<file path="config.mk">
export PLATFORM = sky130hd
export DESIGN_NAME = instruction_sequencer_flat
export DESIGN_NICKNAME = d
export VERILOG_FILES = /design/src/rtl/instruction_sequencer_pkg.sv /design/src/rtl/instruction_sequencer_if.sv /design/src/rtl/instruction_sequencer.sv /design/src/flat_wrapper.sv
export SDC_FILE = /design/constraint.sdc
export NUM_CORES = 1
export LEC_CHECK = 0
export CORE_AREA = 5 5 102 94
export CTS_CLUSTER_DIAMETER = 40
export DETAILED_ROUTE_END_ITERATION = 6
export DIE_AREA = 0 0 107 99
export GPL_ROUTABILITY_DRIVEN = 0
export PLACE_DENSITY = 0.86
export SLEW_MARGIN = 20
export SYNTH_ARGS = -nofsm -noshare
export SYNTH_HDL_FRONTEND = slang
export SYNTH_SLANG_ARGS = --single-unit
</file>
<file path="constraint.sdc">
create_clock -name clock -period 2.1 [get_ports clock]
set_input_delay 0.21 -clock clock [delete_from_list [all_inputs] [get_ports clock]]
set_output_delay 0.21 -clock clock [all_outputs]
set_load 0.005 [all_outputs]
</file>
<file path="src/rtl/instruction_sequencer_pkg.sv">
// Shared definitions for the instruction sequencer: FSM states and the
// halfword geometry used to decide instruction length.
package instruction_sequencer_pkg;

  // IDLE: nothing held; HALF: first halfword of a 32-bit insn held;
  // FULL: a complete instruction is presented to decode.
  typedef enum logic [1:0] {
    IDLE = 2'd0,
    HALF = 2'd1,
    FULL = 2'd2
  } seq_state_e;

  // Width of one fetched halfword.
  localparam int HWORD_W = 16;

  // Bit of the first halfword that marks a 32-bit instruction.
  localparam int LONG_BIT = 15;

endpackage

</file>
<file path="src/rtl/instruction_sequencer_if.sv">
// Fetch / flush / decode signal bundle for the instruction sequencer.
// master: the fetch unit / decoder / redirect side that drives the sequencer.
// slave : the sequencer itself.
interface instruction_sequencer_if #(
  parameter int PC_W = 24
) ();

  // fetch side
  logic [15:0]     fetch_word;
  logic            fetch_valid;
  logic            fetch_ready;

  // redirect
  logic            flush;
  logic [PC_W-1:0] flush_pc;

  // decode side
  logic            decode_valid;
  logic            decode_ready;
  logic [31:0]     decode_insn;
  logic            decode_is32;
  logic [PC_W-1:0] decode_pc;
  logic            decode_illegal;

  modport master (
    output fetch_word,
    output fetch_valid,
    input  fetch_ready,
    output flush,
    output flush_pc,
    input  decode_valid,
    output decode_ready,
    input  decode_insn,
    input  decode_is32,
    input  decode_pc,
    input  decode_illegal
  );

  modport slave (
    input  fetch_word,
    input  fetch_valid,
    output fetch_ready,
    input  flush,
    input  flush_pc,
    output decode_valid,
    input  decode_ready,
    output decode_insn,
    output decode_is32,
    output decode_pc,
    output decode_illegal
  );

endinterface

</file>
<file path="src/rtl/instruction_sequencer.sv">
// Instruction sequencer: assembles 16-bit fetched halfwords into 16- or
// 32-bit instructions and presents them one at a time to the decoder.
// Bit 15 of a first halfword selects a 32-bit instruction; the second
// halfword's bit 15 never affects length.
// Optional feature macro: SEQ_ILLEGAL_CHECK_EN -- flags a 32-bit pair whose
// second halfword has bit 15 set (the instruction is still presented).
module instruction_sequencer
  import instruction_sequencer_pkg::*;
#(
  parameter int PC_W = 24
) (
  input logic                   clock,
  input logic                   reset_n,
  instruction_sequencer_if.slave bus
);

  seq_state_e           state_reg;
  logic [PC_W-1:0]      pc_reg;
  logic [PC_W-1:0]      dpc_reg;
  logic [HWORD_W-1:0]   lo_reg;
  logic [HWORD_W-1:0]   hi_reg;
  logic                 is32_reg;

  logic                 fetch_ready_int;
  logic                 fetch_xfer;
  logic                 decode_xfer;
  logic [PC_W-1:0]      pc_inc;

  // Ready is a decode of registered state plus the flush input only; the
  // decoder's ready never reaches fetch_ready. Held low while in reset.
  assign fetch_ready_int = reset_n & (state_reg != FULL) & ~bus.flush;
  assign fetch_xfer      = bus.fetch_valid & fetch_ready_int;
  assign decode_xfer     = (state_reg == FULL) & bus.decode_ready;
  assign pc_inc          = pc_reg + PC_W'(1);

  // Sequencer FSM with registered PC and instruction/output registers.
  always_ff @(posedge clock or negedge reset_n) begin
    if (!reset_n) begin
      state_reg <= IDLE;
      pc_reg    <= '0;
      dpc_reg   <= '0;
      lo_reg    <= '0;
      hi_reg    <= '0;
      is32_reg  <= 1'b0;
    end else if (bus.flush) begin
      // Redirect wins over everything; a decode transfer in the same cycle
      // is simply dropped along with the rest of the held instruction.
      state_reg <= IDLE;
      pc_reg    <= bus.flush_pc;
    end else begin
      case (state_reg)
        IDLE: begin
          if (fetch_xfer) begin
            pc_reg   <= pc_inc;
            dpc_reg  <= pc_reg;
            lo_reg   <= bus.fetch_word;
            hi_reg   <= '0;
            is32_reg <= 1'b0;
            state_reg <= bus.fetch_word[LONG_BIT] ? HALF : FULL;
          end
        end
        HALF: begin
          if (fetch_xfer) begin
            pc_reg    <= pc_inc;
            hi_reg    <= bus.fetch_word;
            is32_reg  <= 1'b1;
            state_reg <= FULL;
          end
        end
        FULL: begin
          if (decode_xfer) begin
            state_reg <= IDLE;
          end
        end
        default: state_reg <= IDLE;
      endcase
    end
  end

`ifdef SEQ_ILLEGAL_CHECK_EN
  logic illegal_reg;

  // Flag a 32-bit pair whose second halfword also carries the long marker.
  always_ff @(posedge clock or negedge reset_n) begin
    if (!reset_n) begin
      illegal_reg <= 1'b0;
    end else if (bus.flush) begin
      illegal_reg <= 1'b0;
    end else if (fetch_xfer && (state_reg == HALF)) begin
      illegal_reg <= bus.fetch_word[LONG_BIT];
    end else if (fetch_xfer && (state_reg == IDLE)) begin
      illegal_reg <= 1'b0;
    end
  end

  assign bus.decode_illegal = illegal_reg;
`else
  assign bus.decode_illegal = 1'b0;
`endif

  assign bus.fetch_ready  = fetch_ready_int;
  assign bus.decode_valid = (state_reg == FULL);
  assign bus.decode_insn  = {hi_reg, lo_reg};
  assign bus.decode_is32  = is32_reg;
  assign bus.decode_pc    = dpc_reg;

endmodule

</file>
<file path="src/flat_wrapper.sv">
// flat-port wrapper written by rule: the top's interface ports become plain ports
module instruction_sequencer_flat import instruction_sequencer_pkg::*;
#(
  parameter int PC_W = 24
)
  (clock, reset_n, bus_fetch_word, bus_fetch_valid, bus_fetch_ready, bus_flush, bus_flush_pc, bus_decode_valid, bus_decode_ready, bus_decode_insn, bus_decode_is32, bus_decode_pc, bus_decode_illegal);
  instruction_sequencer_if #(.PC_W(PC_W)) bus_i ();
  input logic clock;
  input logic reset_n;
  input wire logic [$bits(bus_i.fetch_word)-1:0] bus_fetch_word;
  input wire logic [$bits(bus_i.fetch_valid)-1:0] bus_fetch_valid;
  output wire logic [$bits(bus_i.fetch_ready)-1:0] bus_fetch_ready;
  input wire logic [$bits(bus_i.flush)-1:0] bus_flush;
  input wire logic [$bits(bus_i.flush_pc)-1:0] bus_flush_pc;
  output wire logic [$bits(bus_i.decode_valid)-1:0] bus_decode_valid;
  input wire logic [$bits(bus_i.decode_ready)-1:0] bus_decode_ready;
  output wire logic [$bits(bus_i.decode_insn)-1:0] bus_decode_insn;
  output wire logic [$bits(bus_i.decode_is32)-1:0] bus_decode_is32;
  output wire logic [$bits(bus_i.decode_pc)-1:0] bus_decode_pc;
  output wire logic [$bits(bus_i.decode_illegal)-1:0] bus_decode_illegal;
  assign bus_i.fetch_word = bus_fetch_word;
  assign bus_i.fetch_valid = bus_fetch_valid;
  assign bus_fetch_ready = bus_i.fetch_ready;
  assign bus_i.flush = bus_flush;
  assign bus_i.flush_pc = bus_flush_pc;
  assign bus_decode_valid = bus_i.decode_valid;
  assign bus_i.decode_ready = bus_decode_ready;
  assign bus_decode_insn = bus_i.decode_insn;
  assign bus_decode_is32 = bus_i.decode_is32;
  assign bus_decode_pc = bus_i.decode_pc;
  assign bus_decode_illegal = bus_i.decode_illegal;
  instruction_sequencer #(.PC_W(PC_W)) u_core (.clock(clock), .reset_n(reset_n), .bus(bus_i));
endmodule
</file>
Word level (Yosys, flattened, before mapping). Index checks and enable logic that the tools add are counted.

Add/sub/neg operators: 1. Eq/ne operators: 8. Mux-type cells: 15. Bitwise logic cells: 5. Reduce and logical (&&, ||, !) cells: 9.

Operators by type and width (number): $mux 24 (3); $mux 16 (2); $pmux 16 s2 (1); $add 24x1->24 const B (1); $mux 2 (5); $ne 3x2->1 const B (3); $pmux 2 s3 (1); $reduce_and 3->1 (2); $reduce_bool 2->1 (3); $and 1x1->1 (4); $ne 2x1->1 const B (2); $reduce_and 4->1 (1); $eq 2x1->1 const B (1); $eq 2x2->1 const B (1); $logic_not 2->1 (1); $mux 1 (2); $ne 2x2->1 const B (1); $pmux 1 s2 (1); $reduce_and 2->1 (1); $reduce_or 2->1 (1); $not 1->1 (1).

Bits in registers: 83. Input bits: 45. Output and inout bits: 60. Logic and storage cells: 44.

Longest topological paths before layout. Gate-level depths: netlist of the first run.

Word-level depth: 7. Depth in mapped cells: 6. Mapped depth without buffers: 5.

Worst setup path after synthesis of the first run. Ideal clock, no wire load.

Path type: register to register. From: reg u_core.pc_reg[0]. To: reg u_core.pc_reg[22]. Library setup time: 0.082 ns. Arrival: 1.496 ns. Data required time: 2.018 ns. Path slack: 0.522 ns. Cell stages (with the launch flop): 7. Buffers on the path: 1. Period minus slack after synthesis: 1.578 ns. Cell sequence: dfrtp_1 -> ha_1 -> and2_2 -> nand4_2 -> buf_6 -> or4_1 -> a31oi_1.

Word-level cells in the longest chain between the ends: 4.

RTL lines: from (decl) (RTL line instruction_sequencer.sv:18) `logic [PC_W-1:0] pc_reg;`; from (signal assigned) (RTL line instruction_sequencer.sv:49) `pc_reg <= bus.flush_pc;`; from (signal assigned) (RTL line instruction_sequencer.sv:54) `pc_reg <= pc_inc;`; from (signal assigned) (RTL line instruction_sequencer.sv:64) `pc_reg <= pc_inc;`; $add 24x1->24 (RTL line instruction_sequencer.sv:34) `assign pc_inc = pc_reg + PC_W'(1);`; $mux 24 (RTL line instruction_sequencer.sv:53, instruction_sequencer.sv:63); $mux 24; $mux 24 (RTL line instruction_sequencer.sv:45) `end else if (bus.flush) begin`.

Every way passes these cells. The select of a mux whose other input is x is not followed. A chain may end at the register's enable or synchronous reset.

Final worst setup path of the first run.
From: in reset_n. To: out bus_fetch_ready.

Word-level cells in the longest chain between the ends: 2.

RTL lines: from (decl) (RTL line flat_wrapper.sv:9) `input logic reset_n;`; $and 1x1->1 (2 in series) (RTL line instruction_sequencer.sv:31) `assign fetch_ready_int = reset_n & (state_reg != FULL) & ~bus.flush;`; to (decl) (RTL line flat_wrapper.sv:12) `output wire logic [$bits(bus_i.fetch_ready)-1:0] bus_fetch_ready;`.

Every way passes these cells.

==> results.md, run 1 <==
- Multi-input gate area: 0.00155 mm2
- TritonCTS Sinks: 83
- DRT iter0 DRCs: 249
- Post-layout min period: 1.98 ns
- Sequential fraction of the synthesis area: 0.553
- DR WL/cell: 16.4 um
- Area contributors post-synth: dfrtp_1 55%, mux2_2 10%, nand2_1 5.7%, o21ai_0 3.5%, mux2_1 2.1%
- Clk_lat worst skew: 0.36 ns
- CTS tree: built
- Post-route ant nets: 0
- Core area: 0.00841 mm2
- Data required, critical path: 1.89 ns
- Peak VDD IR: 0.624 mV
- Pleak: 2.10 nW
- Main synth FF type: dfrtp_1
- Largest family of logic cells by synthesized area: simple AND/OR/NAND/NOR gates
- Maximum clock rate: 0.505 GHz
- Root Buffer Master: clkbuf_8
- Synth Area in Compound Gates: 0.0873
- RSZ-0062 raised after global routing: false
- Outcome: finished clean
- Worst setup startpoint: reset_n
- Top cell type by total area after synthesis: dfrtp_1
- GRT Util Overall: 0.183
- Syn avg cell area: 11.0 um2
- Vias: 2975
- Final instance area: 0.00513 mm2
- Worst Setup Start Kind: primary input
- Clock transition at the registers of the reported paths: 0.08 ns
- Die Y: 99 um
- R2r setup slk: 0.34 ns
- DIE AREA: 0.0106 mm2
- Total negative slack: 0 ns
- Adder and majority gate portion of the synthesized area: 0.00333
- Grt total ovfl: 0
- Postcts setup bufs: 0
- Pwr dens: 786 mW/mm2
- Critical Path Sink Type: output pin
- First-pass GRT wire length: 15400 um
- Power Total: 4.03 mW
- Tcrit/Tclk final: 0.943
- Yosys cell types: 49
- Htree depth: 3
- Synth Instances: 342
- Warnings from Yosys: 0
- Worst r2r src: u_core.pc_reg[0]
- Setup violations, final: 0
- DP Wirelength: 6910 um
- Area share of the largest cell type after synthesis: 0.553
- Layout net count: 497
- Port-buffer cells: 103
- Final Util: 0.610
- Vias per cell: 5.33
- Initial antenna violation count: 0
- I/O pins: 105
- FILL cells: 696
- Synth async-reset ratio: 1.00
- Detailed Route WL: 9160 um
- Std-Cell Rows: 32
- Clk buf depth: 2
- FF+latch area: 0.00208 mm2
- Starting Density: 0.447
- First-pass DRT Iterations: 4
- Post-Syn Area: 0.00376 mm2
- Max Cap Viol: 0
- Max-slew violations: 0
- Clock skew: 0.0151 ns
- Placed inst area: 0.00494 mm2
- Syn Nets: 388
- Critical Path AT: 1.77 ns
- Fraction of the mapped netlist area in simple logic gates: 0.175
- Vias in the first global route: 3078
- HP Class: in2async
- Number of flops mapped to enable cells by yosys: 0
- Flops & latches, synth: 83
- Synth-to-layout area growth: 36.6%
- Fraction of layout cells with a size suffix above 1: 0.162
- Synth Area in XOR/XNOR: 0.0163
- # diodes: 0
- TritonCTS Buffers: 9
- Setup CP Type: in2out
- Die width: 107 um
- Largest net degree at the start of global routing: 38
- Post-route DRC: 0
- Post-synthesis mux area share: 0.128
- Worst-path fanout max: 21
- Final Hold Vio Count: 0
worst max-delay path, stage by stage:
cell and delay [ns]:
dlygate4sd3_1 0.53, buf_4 0.27, nor3b_1 0.21, clkdlybuf4s50_1 0.54
cell usage after synthesis (4+ instances only):
master	instances
dfrtp_1	83
nand2_1	57
mux2_2	34
o21ai_0	26
nor2_1	16
clkbuf_1	12
nand3_1	9
nand4_1	9
mux2_1	7
a31oi_1	6
inv_1	6
or4_1	5
and3_1	4
buf_2	4
xnor2_1	4
repair_timing:
| action | 4_1_cts | 5_1_grt |
|---|---|---|
| endpoints found under the hold margin | 14 | 0 |
| hold buffers | 1 | 0 |
| endpoints found under the setup margin | 0 | 1 |
| gates resized for setup | 0 | 1 |
cell type report:
cell class	count	area share
clock buffers	10	0.0249
repair buffers	119	0.229
inverters	6	0.00439
well taps	102	0.0249
clock inverters	6	0.00975
flip-flops and latches	83	0.405
multi-input cells	232	0.302
cells by family (layout without fill, tap and decap cells):
logic type,after synthesis,after routing
AO/OA/AOI/OAI,52,52
XOR/XNOR,7,7
adder cells (fa/ha/maj),1,1
buffers and inverters,27,141
flip-flops,83,83
multiplexers,43,43
other,1,1
AND/OR/NAND/NOR,128,128
power breakdown:
| group | switching, mW | total [mW] | internal [mW] |
|---|---|---|---|
| clock network | 0.602 | 1.04 | 0.439 |
| logic | 0.327 | 0.965 | 0.638 |
| registers | 0.178 | 2.03 | 1.85 |
| total | 1.11 | 4.03 | 2.93 |
layer usage:
metal / part of all wire / track usage
met4: 0.0081 / 0.0462
met3: 0.063 / 0.0524
met5: 0 / 0
met1: 0.45 / 0.242
met2: 0.48 / 0.296
worst paths after layout:
| path | endpoint | depth (start not counted) |
|---|---|---|
| worst max-delay path | bus_fetch_ready | 4 |
| worst min-delay path | u_core.bus.decode_pc[6] | 2 |
| worst max register to register | u_core.pc_reg[18] | 5 |
| worst min register to register | u_core.hi_reg[14] | 2 |
| max in group asynchronous | u_core.lo_reg[12] | 3 |
| min in group clock | u_core.pc_reg[9] | 3 |
metrics by stage:
stage	hold slack [ns]	std cells	setup slack, ns
detailed placement	0.106	541	0.140
global route	0.286	558	0.00560
floorplan	-0.0856	342	0.522
CTS	0.276	558	0.0333
finish	0.289	558	0.119
global placement	0.101	541	0.217
cell usage in the layout (no fill, tap or decap), types with 4 or more instances in the layout:
master	count
nand3_1	9
xnor2_1	4
and3_1	4
or4_1	5
clkbuf_8	9
nor2_1	15
nand4_1	9
a31oi_1	6
mux2_1	7
buf_4	14
clkdlybuf4s50_1	102
inv_1	6
nand2_1	57
o21ai_0	26
clkinvlp_4	4
dfrtp_1	82
mux2_2	34
(Power assumes the default switching activity.)
==> run 2, diff against run 1 <==
--- a/config.mk
+++ b/config.mk
@@ -5,6 +5,7 @@
 export SDC_FILE = /design/constraint.sdc
 export NUM_CORES = 1
 export LEC_CHECK = 0
+export ABC_CLOCK_PERIOD_IN_PS = 2100
 export CORE_AREA = 5 5 102 94
 export CTS_CLUSTER_DIAMETER = 40
 export DETAILED_ROUTE_END_ITERATION = 6
==> results of run 2 <==
The final DEF is identical to that of run 1; final timing and power are the same.
